`config.mk`:
```
export PLATFORM = sky130hd
export DESIGN_NAME = bound_flasher_ctrl
export DESIGN_NICKNAME = d
export VERILOG_FILES = /design/src/rtl/bound_flasher_ctrl.sv
export SDC_FILE = /design/constraint.sdc
export NUM_CORES = 1
export LEC_CHECK = 0
export CAP_MARGIN = 25
export CORE_AREA = 2 2 65 61
export CTS_BUF_LIST = sky130_fd_sc_hd__clkbuf_2 sky130_fd_sc_hd__clkbuf_4 sky130_fd_sc_hd__clkbuf_8
export CTS_CLUSTER_SIZE = 8
export DETAILED_ROUTE_END_ITERATION = 7
export DIE_AREA = 0 0 67 63
export DONT_BUFFER_PORTS = 1
export GPL_ROUTABILITY_DRIVEN = 1
export HOLD_SLACK_MARGIN = 0.08
export PLACE_DENSITY = 0.73
export SYNTH_ARGS = -nofsm -noshare
export SYNTH_HDL_FRONTEND = slang
export SYNTH_SLANG_ARGS = --single-unit
```
`constraint.sdc`:
```
create_clock -name clk -period 3.5 [get_ports clk]
set_input_delay 0.35 -clock clk [delete_from_list [all_inputs] [get_ports clk]]
set_output_delay 0.35 -clock clk [all_outputs]
set_load 0.01 [all_outputs]
```
`src/rtl/bound_flasher_ctrl.sv`:
```
// Sequencing controller for the 16-lamp bound flasher: owns the state register,
// applies the decoder's behaviour code to a thermometer LED register at a prescaled rate.
module bound_flasher_ctrl #(
    parameter int unsigned STEP_DIV = 4,
    parameter int unsigned CNT_W    = 8
) (
    input  logic        clk,
    input  logic        rst,
    input  logic        flick,
    input  logic [1:0]  led_bhv,
    output logic [2:0]  cur_st,
    output logic [15:0] led
);

    typedef enum logic [2:0] {
        ST_INITIAL  = 3'd0,
        ST_0_TO_15  = 3'd1,
        ST_15_TO_5  = 3'd2,
        ST_5_TO_10  = 3'd3,
        ST_10_TO_0  = 3'd4,
        ST_0_TO_5   = 3'd5,
        ST_5_TO_0   = 3'd6
    } state_t;

    localparam logic [CNT_W-1:0] CNT_MAX = CNT_W'(STEP_DIV - 1);

    state_t           state;
    logic [CNT_W-1:0] cnt;
    logic             ret;
    logic             step;
    logic [15:0]      led_nxt;

    assign step   = (cnt == CNT_MAX);
    assign cur_st = state;

    // Shifting a full or empty thermometer code saturates on its own.
    always_comb begin
        led_nxt = led;
        case (led_bhv)
            2'd1:    led_nxt = {led[14:0], 1'b1};
            2'd0:    led_nxt = {1'b0, led[15:1]};
            default: led_nxt = led;
        endcase
    end

    always_ff @(posedge clk) begin
        if (rst) begin
            state <= ST_INITIAL;
            led   <= '0;
            cnt   <= '0;
            ret   <= 1'b0;
        end else if (state == ST_INITIAL) begin
            cnt <= '0;
            if (flick) begin
                state <= ST_0_TO_15;
                ret   <= 1'b0;
            end
        end else begin
            cnt <= step ? '0 : cnt + CNT_W'(1);
            if (step) begin
                led <= led_nxt;
                case (state)
                    ST_0_TO_15: begin
                        if (flick && (led_nxt == 16'h003F || led_nxt == 16'h07FF)) begin
                            state <= ST_10_TO_0;
                            ret   <= 1'b1;
                        end else if (led_nxt == 16'hFFFF) begin
                            state <= ST_15_TO_5;
                        end
                    end
                    ST_15_TO_5: if (led_nxt == 16'h003F) state <= ST_5_TO_10;
                    ST_5_TO_10: if (led_nxt == 16'h07FF) state <= flick ? ST_15_TO_5 : ST_10_TO_0;
                    ST_10_TO_0: begin
                        if (led_nxt == 16'h0000) begin
                            state <= ret ? ST_0_TO_15 : ST_0_TO_5;
                            ret   <= 1'b0;
                        end
                    end
                    ST_0_TO_5:  if (led_nxt == 16'h003F) state <= ST_5_TO_0;
                    ST_5_TO_0:  if (led_nxt == 16'h0000) state <= ST_INITIAL;
                    default: begin
                        state <= ST_INITIAL;
                        led   <= '0;
                        cnt   <= '0;
                        ret   <= 1'b0;
                    end
                endcase
            end
        end
    end

endmodule
```
* Word-level counts from Yosys, hierarchy flattened
Cells that the tools add are included.
** Cells by class
- Bitwise gates (word level) :: 1
- Eq/ne operators :: 20
- Add/subtract/negate cells :: 1
- Reduce and logical (&&, ||, !) cells :: 12
- Muxes and demuxes :: 24
** Operators with widths (number)
- 2-to-1 mux 3 bit :: 12
- one-hot mux 16 bit (2 select lines) :: 1
- 2-to-1 mux 8 bit :: 3
- != test 3 bit, second input constant :: 6
- one-hot mux 3 bit (6 select lines) :: 1
- == test 16 x 11 -> 1 bit, second input constant :: 1
- == test 16 bit, second input constant :: 1
- == test 16 x 6 -> 1 bit, second input constant :: 1
- zero test 16 bit :: 1
- 2-to-1 mux 16 bit :: 1
- == test 3 bit, second input constant :: 3
- adder 8 x 1 -> 8 bit, second input constant :: 1
- == test 8 x 2 -> 1 bit, second input constant :: 1
- AND reduction 8 bit :: 1
- == test 3 x 2 -> 1 bit, second input constant :: 2
- OR reduction 6 bit :: 1
- 2-to-1 mux 1 bit :: 5
- AND reduction 5 bit :: 1
- != test 4 bit, second input constant :: 1
- OR reduction 4 bit :: 1
- == test 3 x 1 -> 1 bit, second input constant :: 1
- zero test 3 bit :: 1
- one-hot mux 1 bit (3 select lines) :: 1
- == test 2 x 1 -> 1 bit, second input constant :: 1
- other kinds (9) :: 9
** Storage, ports and cells
- Flip-flop bits (word level) :: 28
- Output and inout bits :: 19
- Input bits :: 5
- Word-level logic and storage cells :: 62

* Longest topological paths before layout
Gate-level depths: netlist (run 1).
- Word-level depth :: 9
- Gate-level depth with buffers :: 10

* Worst setup path after synthesis (run 1)
No wires, ideal clock.
- Kind :: register -> register
- Start :: reg state[2], in the netlist cur_st[2]
- End :: reg ret
- Setup slack :: 1.573 ns
- Data required time :: 3.414 ns
- Library setup time :: 0.086 ns
- Clock period less this slack :: 1.927 ns
- Arrival :: 1.841 ns
- Cell stages (with the launch flop) :: 8
- Buffers on the path :: 1
- Cells stage by stage :: dfxtp_1 clkbuf_1 inv_1 ha_1 or4_1 o21ai_1 a31oi_1 a211oi_1
** Between the ends
- Word-level cells in the longest chain between the ends :: 5
- Elaborated cells between the ends (all ways) :: 17
** RTL lines
- start, declared :: line 27 : state_t state;
- start signal, assigned :: line 72 : ST_5_TO_10: if (led_nxt == 16'h07FF) state <= flick ? ST_15_TO_5 : ST_10_TO_0;
- start signal, assigned :: line 75 : state <= ret ? ST_0_TO_15 : ST_0_TO_5;
- == test 3 bit or == test 3 x 2 -> 1 bit (tied branches) :: line 62 : case (state)
- OR reduction 4 bit (no line)
- one-hot mux 1 bit (3 select lines) :: line 62
- 2-to-1 mux 1 bit :: line 60 : if (step) begin
- 2-to-1 mux 1 bit :: line 52 : end else if (state == ST_INITIAL) begin
- end signal, assigned :: line 51 : ret <= 1'b0;
- end signal, assigned :: line 56 : ret <= 1'b0;
- end signal, assigned :: line 66 : ret <= 1'b1;
- end, declared :: line 29 : logic ret;
Parallel ways exist; a longest one is shown, timed or not. The select of a mux whose other input is x is not followed.
A chain may end at the register's enable or synchronous reset.

* Final worst setup path (run 1)
- Start :: reg state[0], in the netlist cur_st[0]
- End :: reg led[14]
** Between the ends
- Word-level cells in the longest chain between the ends :: 3
- Elaborated cells between the ends (all ways) :: 11
** RTL lines
- == test 3 bit (tied with other cells) :: line 62
- OR reduction 6 bit (no line) or inverter 1 bit (tied branches)
- 2-to-1 mux 16 bit or AND reduction 2 bit (tied branches)
- end signal, assigned :: line 61 : led <= led_nxt;
- end, declared :: line 12 : output logic [15:0] led
Parallel ways exist; a longest one is shown, timed or not.

==> results.toml, run 1 <==
[detailed_routing]
routed_wl_um = 4390
via_count = 1794
avgRoutedWirePerCell_um = 15.2
firstDrtPassIters = 4
drcViolationCount = 0
ant_nets = 0
viasPerCell = 6.21
drtIter0Drc = 156

[placed_design]
placement.io_buffers = 0
pre_cts_slack_ns = 1.36
placed_area_um2 = 1950
place_congestion = 0.887
dpl.hpwl_um = 3040
dp_cells = 286

[global_route]
overflow = 0
grt_pass1_vias = 1594
grt_pass1_wl_um = 7490
antenna_found_initial = 0
grt_max_degree = 42
track_usage_pct = 22.4

[final_layout]
final_nets = 252
drive_gt1_share_pct = 8.64
mostFrequentLayoutCell = "nor2_1"
utilization_pct = 55.8
stdcell_area_um2 = 1990
syn_to_final_growth_pct = -1.73
stdcell_count = 289
fill_cells = 363
mostFrequentLayoutCells = "44 x nor2_1, 28 x dfxtp_1, 24 x a21oi_1, 18 x nand2_1, 18 x nand3_1"
diodes = 0

[floorplanning]
io_pins = 24
fp.dieW_um = 67
die_y_um = 63
fp.coreArea_um2 = 3570
rows = 21
start_util_pct = 56.8
die_area_um2 = 4220

[cts]
cts_root_buffer = "clkbuf_8"
hold_buffers = 0
clock_latency_ns = 0.27
numCtsBuffers = 3
path_clk_slew_ns = 0.09
clockBufferDepth = 2
htree_levels = 1
cts-resized-gates = 0
cts_sinks = 28
tritoncts = "yes"
post_cts_buffers = 0

[synth]
synth_area_um2 = 2030
yosys.cell_types.count = 59
synthAdderAreaFrac_pct = 1.23
synth_simple_gate_area_share_pct = 33.0
yosysTopAreaCell = "dfxtp_1"
synth_top_area_share_pct = 27.6
ys.flop_type = "dfxtp_1"
syn_nets = 270
synth_compound_area_share_pct = 20.4
synth_seq_cells = 28
synth_async_sr_flop_share_pct = 0
syn_inst = 263
synth_edf_count = 0
yosys-top-cells-area = "dfxtp_1 28%, nor2_1 8.1%, mux2i_1 6.9%, a21oi_1 5.9%, nand3_1 4.4%"
yosys_warnings = 0
synth_top_family_by_area = "simple AND/OR/NAND/NOR gates"
synth_xor_area_share_pct = 2.59
synth_mux_area_share_pct = 7.46
seq_area_frac_synth_pct = 27.6
synth.avg_cell_area_um2 = 7.71

[pwr]
p_seq_share_pct = 54.1
p_per_area_nw_per_um2 = 333
p_sw_uw = 204
p_leak_nw = 0.682
sw_frac_of_total_pct = 30.8
peakVddDrop_uv = 227
p_int_uw = 459
p_comb_share_pct = 19.2
pwr-share-clk_pct = 26.7
total_power_uw = 663

[timing]
setup_viol = 0
fin_hold_ws_ns = 0.134
post-route-period-util_pct = 62.6
fin_skew_ns = 0.00262
min_period_ns = 2.19
max_freq_mhz = 456
rsz0062_at_grt = "false"
fin_ws_ns = 1.31
tightest_slew_ns = 0.664
relSlewSlack_pct = 55.4
maxSlewViolCount = 0
hold_viol = 0
finalSetupTns_ns = 0

[status]
outcome = "completed"

[critical_path]
cp-end-kind = "flop"
required_ns = 3.67
path_class = "flop to flop"
cp.arrival_ns = 2.36
critPathLaunchType = "flop"
reg2reg_depth = 6
crit_fanout = 13

[run]
cap_violations = 0

[hold_path]
hold_depth = 1
hold_path.class = "input pin to flop"
state kept, by name (all words and copies together), names as in the netlist:
name	cells
cnt	8
cur_st	3
led	16
ret	1
path summary, 6_finish.rpt:
path	start	to	slack, ns
setup reg to reg	cur_st[0]	led[14]	1.31
hold reg to reg	cnt[0]	cnt[0]	0.48
hold / removal	rst	led[5]	0.13
setup / recovery	cur_st[0]	led[14]	1.31
Yosys cell counts (5+ instances only):
cell       n
dfxtp_1   28
clkbuf_1  12
nand3_1   18
inv_1      6
nor2_1    44
nor4_1     5
nand2_1   18
a21oi_1   24
o21ai_1    5
xor2_1     5
mux2i_1   14
buf_2      5
buf_6      5
logic make-up (layout without fill, tap and decap cells):
kind of cell | after synthesis | in the layout
simple gates | 124 | 124
flops | 28 | 28
fa+ha+maj | 2 | 2
compound gates | 59 | 59
mux | 15 | 15
buf+inv | 29 | 9
xor+xnor | 6 | 6
final cells by class:
| type | instances | area, µm² | area share, % |
|---|---|---|---|
| multi-input combinational | 206 | 1310 | 65.8 |
| sequential | 28 | 561 | 28.1 |
| tap | 46 | 57.6 | 2.89 |
| clock buffer | 3 | 41.3 | 2.07 |
| inverter | 6 | 22.5 | 1.13 |
per-layer routing:
layer	GRT usage (%)	wire, µm	vias up
met5	0	0	-
met2	33.3	2010	54
li1	-	-	907
met4	7.65	42	0
met3	3.78	274	4
met1	32.3	2060	829
worst max-delay path, stage by stage, from the launching register on:
cell      delay [ns]
dfxtp_1         0.47
nor3_1          0.63
nor2_2          0.19
nand3b_1        0.48
nor2_1          0.10
a21oi_1         0.15
nor2_1          0.06
power groups by stage:
stage / Clock (mW) / Sequential, mW / Combinational (mW)
final: 0.177 / 0.358 / 0.127
after global routing: 0.195 / 0.362 / 0.145
after CTS: 0.184 / 0.359 / 0.128
after detailed placement: 0 / 0.365 / 0.128
after global placement: 0 / 0.366 / 0.126
after floorplan: 0 / 0.347 / 0.143
(Power assumes the default switching activity.)
==> run 2, diff against run 1 <==
==> constraint.sdc (replaced) <==
create_clock -name clk -period 2.05 [get_ports clk]
set_input_delay 0.205 -clock clk [delete_from_list [all_inputs] [get_ports clk]]
set_output_delay 0.205 -clock clk [all_outputs]
set_load 0.01 [all_outputs]
==> run 2 against run 1 <==
  * Register-to-register slack lost 1.3 ns
  * First-iteration DRC count grew 1.9%
  * Power grew 110%
  * Core utilization grew 8.5 points
  * Clock skew grew 0.0014 ns
  * Cell count grew 9.3%
==> results.toml, run 2 (synthesis gave the netlist of run 1 again) <==
[critical_path]
path_class = "flop to flop"
required_ns = 2.25
cp.arrival_ns = 2.25
path_delay_family = "simple AND/OR/NAND/NOR gates"
crit_fanout = 6
critPathLaunchType = "flop"
path_buf_inv = 1
cp_slowest_stage_delay_ns = 0.37
crit_chain = "buf_4 > nor4b_2 > a211oi_1 > nor4_1 > nand3_1 > o31ai_1 > nand4_1 > o31ai_2"
cp-end-kind = "flop"
crit_path_top_delay_cell = "dfxtp_1"

[floorplanning]
rows = 21
die_area_um2 = 4220
fp.dieW_um = 67
fp.coreArea_um2 = 3570
die_y_um = 63
io_pins = 24
start_util_pct = 56.8

[cts]
cts_sinks = 28
clockBufferDepth = 2
numCtsBuffers = 3
tritoncts = "yes"
cts_root_buffer = "clkbuf_8"
htree_levels = 1
path_clk_slew_ns = 0.10
clock_latency_ns = 0.29

[timing]
min_period_ns = 2.05
post-route-period-util_pct = 99.8
fin_skew_ns = 0.00403
finalSetupTns_ns = 0
relSlewSlack_pct = 42.5
fin_hold_ws_ns = 0.150
hold_viol = 0
rsz0062_at_grt = "true"
setup_viol = 0
tightest_slew_ns = 0.859
max_freq_mhz = 489
maxSlewViolCount = 0
fin_ws_ns = 0.00321

[pwr]
peakVddDrop_uv = 433
p_leak_nw = 0.854
p_per_area_nw_per_um2 = 602

[detailed_routing]
avgRoutedWirePerCell_um = 15.8
routed_wl_um = 4980
viasPerCell = 6.12
firstDrtPassIters = 4
drtIter0Drc = 159
ant_nets = 0
via_count = 1934
drcViolationCount = 0

[placed_design]
place_congestion = 0.956
pre_cts_slack_ns = 0.00146
placement.io_buffers = 0
dpl.hpwl_um = 3320
dp_cells = 309

[global_route]
grt_pass1_vias = 1680
overflow = 0
track_usage_pct = 24.0
grt_max_degree = 42
grt_pass1_wl_um = 7960
antenna_found_initial = 0

[final_layout]
diodes = 0
largest_register_ffs = 16
fill_cells = 332
mostFrequentLayoutCell = "nor2_1"
syn_to_final_growth_pct = 13.2
mostFrequentLayoutCells = "44 x nor2_1, 25 x buf_4, 23 x dfxtp_1, 22 x a21oi_1, 18 x nand2_1"
final_nets = 278
stdcell_count = 316
largest_register = "led"
drive_gt1_share_pct = 22.2
seq_area_um2 = 569
multiInputGateArea_um2 = 1380

[status]
outcome = "completed"

[hold_path]
hold_path.class = "input pin to flop"

[run]
cap_violations = 0
run 2: cell types whose count changed in the layout (fill, tap and decap cells not counted), sizes merged:
cell	before	now
dlygate4sd3	0	1
bufinv	0	1
buf	0	25
run 2: worst paths after layout:
path	slack (ns)	cells past startpoint	end	start
worst min-delay path	0.15	3	ret	flick
worst max-delay path	0.003	8	cur_st[0]	led[3]
worst max register to register	0.003	8	cur_st[0]	led[3]
worst min register to register	0.54	2	cnt[0]	cnt[0]
run 2: what timing repair did:
action                                  in CTS  in global routing
resized for setup                            0                 17
endpoints found under the hold margin       20                  0
buffers inserted                             0                  2
endpoints found under the setup margin       1                  4
hold buffers                                 1                  0
pin swaps                                    1                 10
run 2: cell type report:
type,count,share of cell area (%)
well taps,46,2.51
flip-flops and latches,28,24.8
multi-input cells,206,60.0
repair buffers,26,8.61
clock buffers,3,1.80
inverters,6,0.981
clock inverters,1,1.31
run 2: layer usage:
layer / track usage, % / wire length (µm)
met1: 35.4 / 2300
met4: 8.42 / 80
met3: 3.78 / 297
met2: 35.0 / 2300
met5: 0 / 0
run 2: report_power, final:
part / internal (mW) / switching (mW) / total (mW)
Sequential: 0.560 / 0.0259 / 0.586
Combinational: 0.141 / 0.200 / 0.341
Clock: 0.262 / 0.192 / 0.455
run 2: worst reg2reg max path, stage by stage (launching register included):
cell,delay (ns)
dfxtp_1,0.37
buf_4,0.17
nor4b_2,0.27
a211oi_1,0.10
nor4_1,0.28
nand3_1,0.21
o31ai_1,0.29
nand4_1,0.18
o31ai_2,0.09
run 2: stage by stage:
step	cell area [µm²]	power, mW	util [%]
floorplan	2030	0.838	-
global placement	2120	0.880	59.5
detailed placement	2120	0.882	59.5
CTS	2210	1.34	61.7
global route	2300	1.45	64.3
finish	2300	1.38	64.3
==> run 3, diff against run 2 <==
==> constraint.sdc (replaced) <==
create_clock -name clk -period 2.05 [get_ports clk]
set_input_delay 0.615 -clock clk [delete_from_list [all_inputs] [get_ports clk]]
set_output_delay 0.615 -clock clk [all_outputs]
set_load 0.01 [all_outputs]
==> run 3 against run 2 <==
  * Cell count rose by 0.95%
  * Die area is the same
  * Sequential share of layout area rose by 0.11 points
  * Via count fell by 0.31%
  * Hold slack gained 0.23 ns
  * Combinational power decreased by 11%
  * Sequential power rose by 1%
  * Power decreased by 3.0%
  * First-iteration DRC count fell by 31%
  * Critical path type unchanged
==> results.toml, run 3 (synthesis gave the netlist of run 1 again) <==
[status]
outcome = "completed"

[cts]
hold_buffers = 0
numCtsBuffers = 3
tritoncts = "yes"
clock_latency_ns = 0.28
htree_levels = 1
path_clk_slew_ns = 0.10
cts_sinks = 28
clockBufferDepth = 2
cts_root_buffer = "clkbuf_8"

[final_layout]
final_nets = 281
mostFrequentLayoutCells = "44 x nor2_1, 29 x buf_4, 24 x a21oi_1, 21 x dfxtp_1"
syn_to_final_growth_pct = 12.7
largest_register_ffs = 16
largest_register = "led"
utilization_pct = 64.0
stdcell_area_um2 = 2290
diodes = 0
stdcell_count = 319
mostFrequentLayoutCell = "nor2_1"
drive_gt1_share_pct = 22.0

[pwr]
p_comb_share_pct = 22.6
pwr-share-clk_pct = 33.1
sw_frac_of_total_pct = 28.5
p_leak_nw = 0.864
total_power_mw = 1.34
peakVddDrop_uv = 441
p_seq_share_pct = 44.3
p_sw_uw = 382
p_int_uw = 958
p_per_area_nw_per_um2 = 586

[critical_path]
regToRegSetupSlack_ns = 0.13
crit_fanout = 8
path_class = "flop to flop"
critPathLaunchType = "flop"
cp.arrival_ns = 2.11
required_ns = 2.24
cp-end-kind = "flop"

[placed_design]
pre_cts_slack_ns = -0.0779
place_congestion = 0.894
placement.io_buffers = 0
dp_cells = 314
placed_area_um2 = 2170
dpl.hpwl_um = 3540

[timing]
rsz0062_at_grt = "true"
post-route-period-util_pct = 93.7
finalSetupTns_ns = 0
tightest_slew_ns = 0.409
maxSlewViolCount = 0
fin_skew_ns = 0.00226
min_period_ns = 1.92
fin_hold_ws_ns = 0.383
relSlewSlack_pct = 72.5
fin_ws_ns = 0.129
setup_viol = 0
max_freq_mhz = 521
hold_viol = 0

[global_route]
grt_pass1_vias = 1781
grt_max_degree = 42
grt_pass1_wl_um = 8490
track_usage_pct = 25.2
overflow = 0
antenna_found_initial = 0

[detailed_routing]
avgRoutedWirePerCell_um = 15.4
firstDrtPassIters = 4
via_count = 1928
routed_wl_um = 4910
viasPerCell = 6.04
drtIter0Drc = 110
ant_nets = 0
drcViolationCount = 0

[floorplanning]
die_y_um = 63
die_area_um2 = 4220
rows = 21
fp.dieW_um = 67
start_util_pct = 56.8
io_pins = 24
fp.coreArea_um2 = 3570

[run]
cap_violations = 0

[hold_path]
hold_path.class = "input pin to flop"
run 3: changes by cell type in the layout (fill, tap and decap cells not counted), moves of 2 or more:
cell	change
a21oi_1	+2
dfxtp_2	+3
dfxtp_1	-2
buf_4	+4
nor4b_2	-2
a21oi_2	-2
nor4b_1	+2
run 3: path summary, 6_finish.rpt:
check / startpoint / to / cells past startpoint
setup / recovery: led[5] / cur_st[2] / 8
hold / removal: rst / led[11] / 1
setup reg to reg: led[5] / cur_st[2] / 8
hold reg to reg: cnt[0] / cnt[0] / 1
run 3: timing repair:
action | in CTS | in global routing
endpoints found under the setup margin | 1 | 14
gates resized for setup | 1 | 9
setup buffers | 0 | 1
pin swaps | 0 | 4
run 3: final cells by class:
class	count	area, µm²
flip-flops and latches	28	569
repair buffers	29	218
multi-input cells	206	1350
clock inverters	1	30.0
inverters	6	22.5
clock buffers	3	41.3
fillers	322	1290
well taps	46	57.6
run 3: power by group through the flow:
| stage | Sequential, mW | Combinational, mW | Clock, mW |
|---|---|---|---|
| final | 0.594 | 0.303 | 0.443 |
| after global routing | 0.598 | 0.336 | 0.479 |
| after CTS | 0.593 | 0.299 | 0.462 |
| after detailed placement | 0.606 | 0.288 | 0 |
| after global placement | 0.607 | 0.285 | 0 |
| after floorplan | 0.593 | 0.252 | 0 |
run 3: critical path, cell delays in order (launching register included):
cell	delay [ns]
dfxtp_2	0.45
nor4b_1	0.08
a211oi_1	0.29
nor3_2	0.10
buf_4	0.15
o211ai_1	0.23
a21boi_1	0.13
o21a_1	0.20
a31o_1	0.20
run 3: layer usage:
layer | part of all wire [%] | global-route usage, % | vias to the layer above
li1 | - | - | 963
met1 | 48 | 35.9 | 908
met2 | 46 | 40.0 | 55
met3 | 6.1 | 5.23 | 2
met4 | 0.26 | 3.57 | 0
met5 | 0 | 0 | -
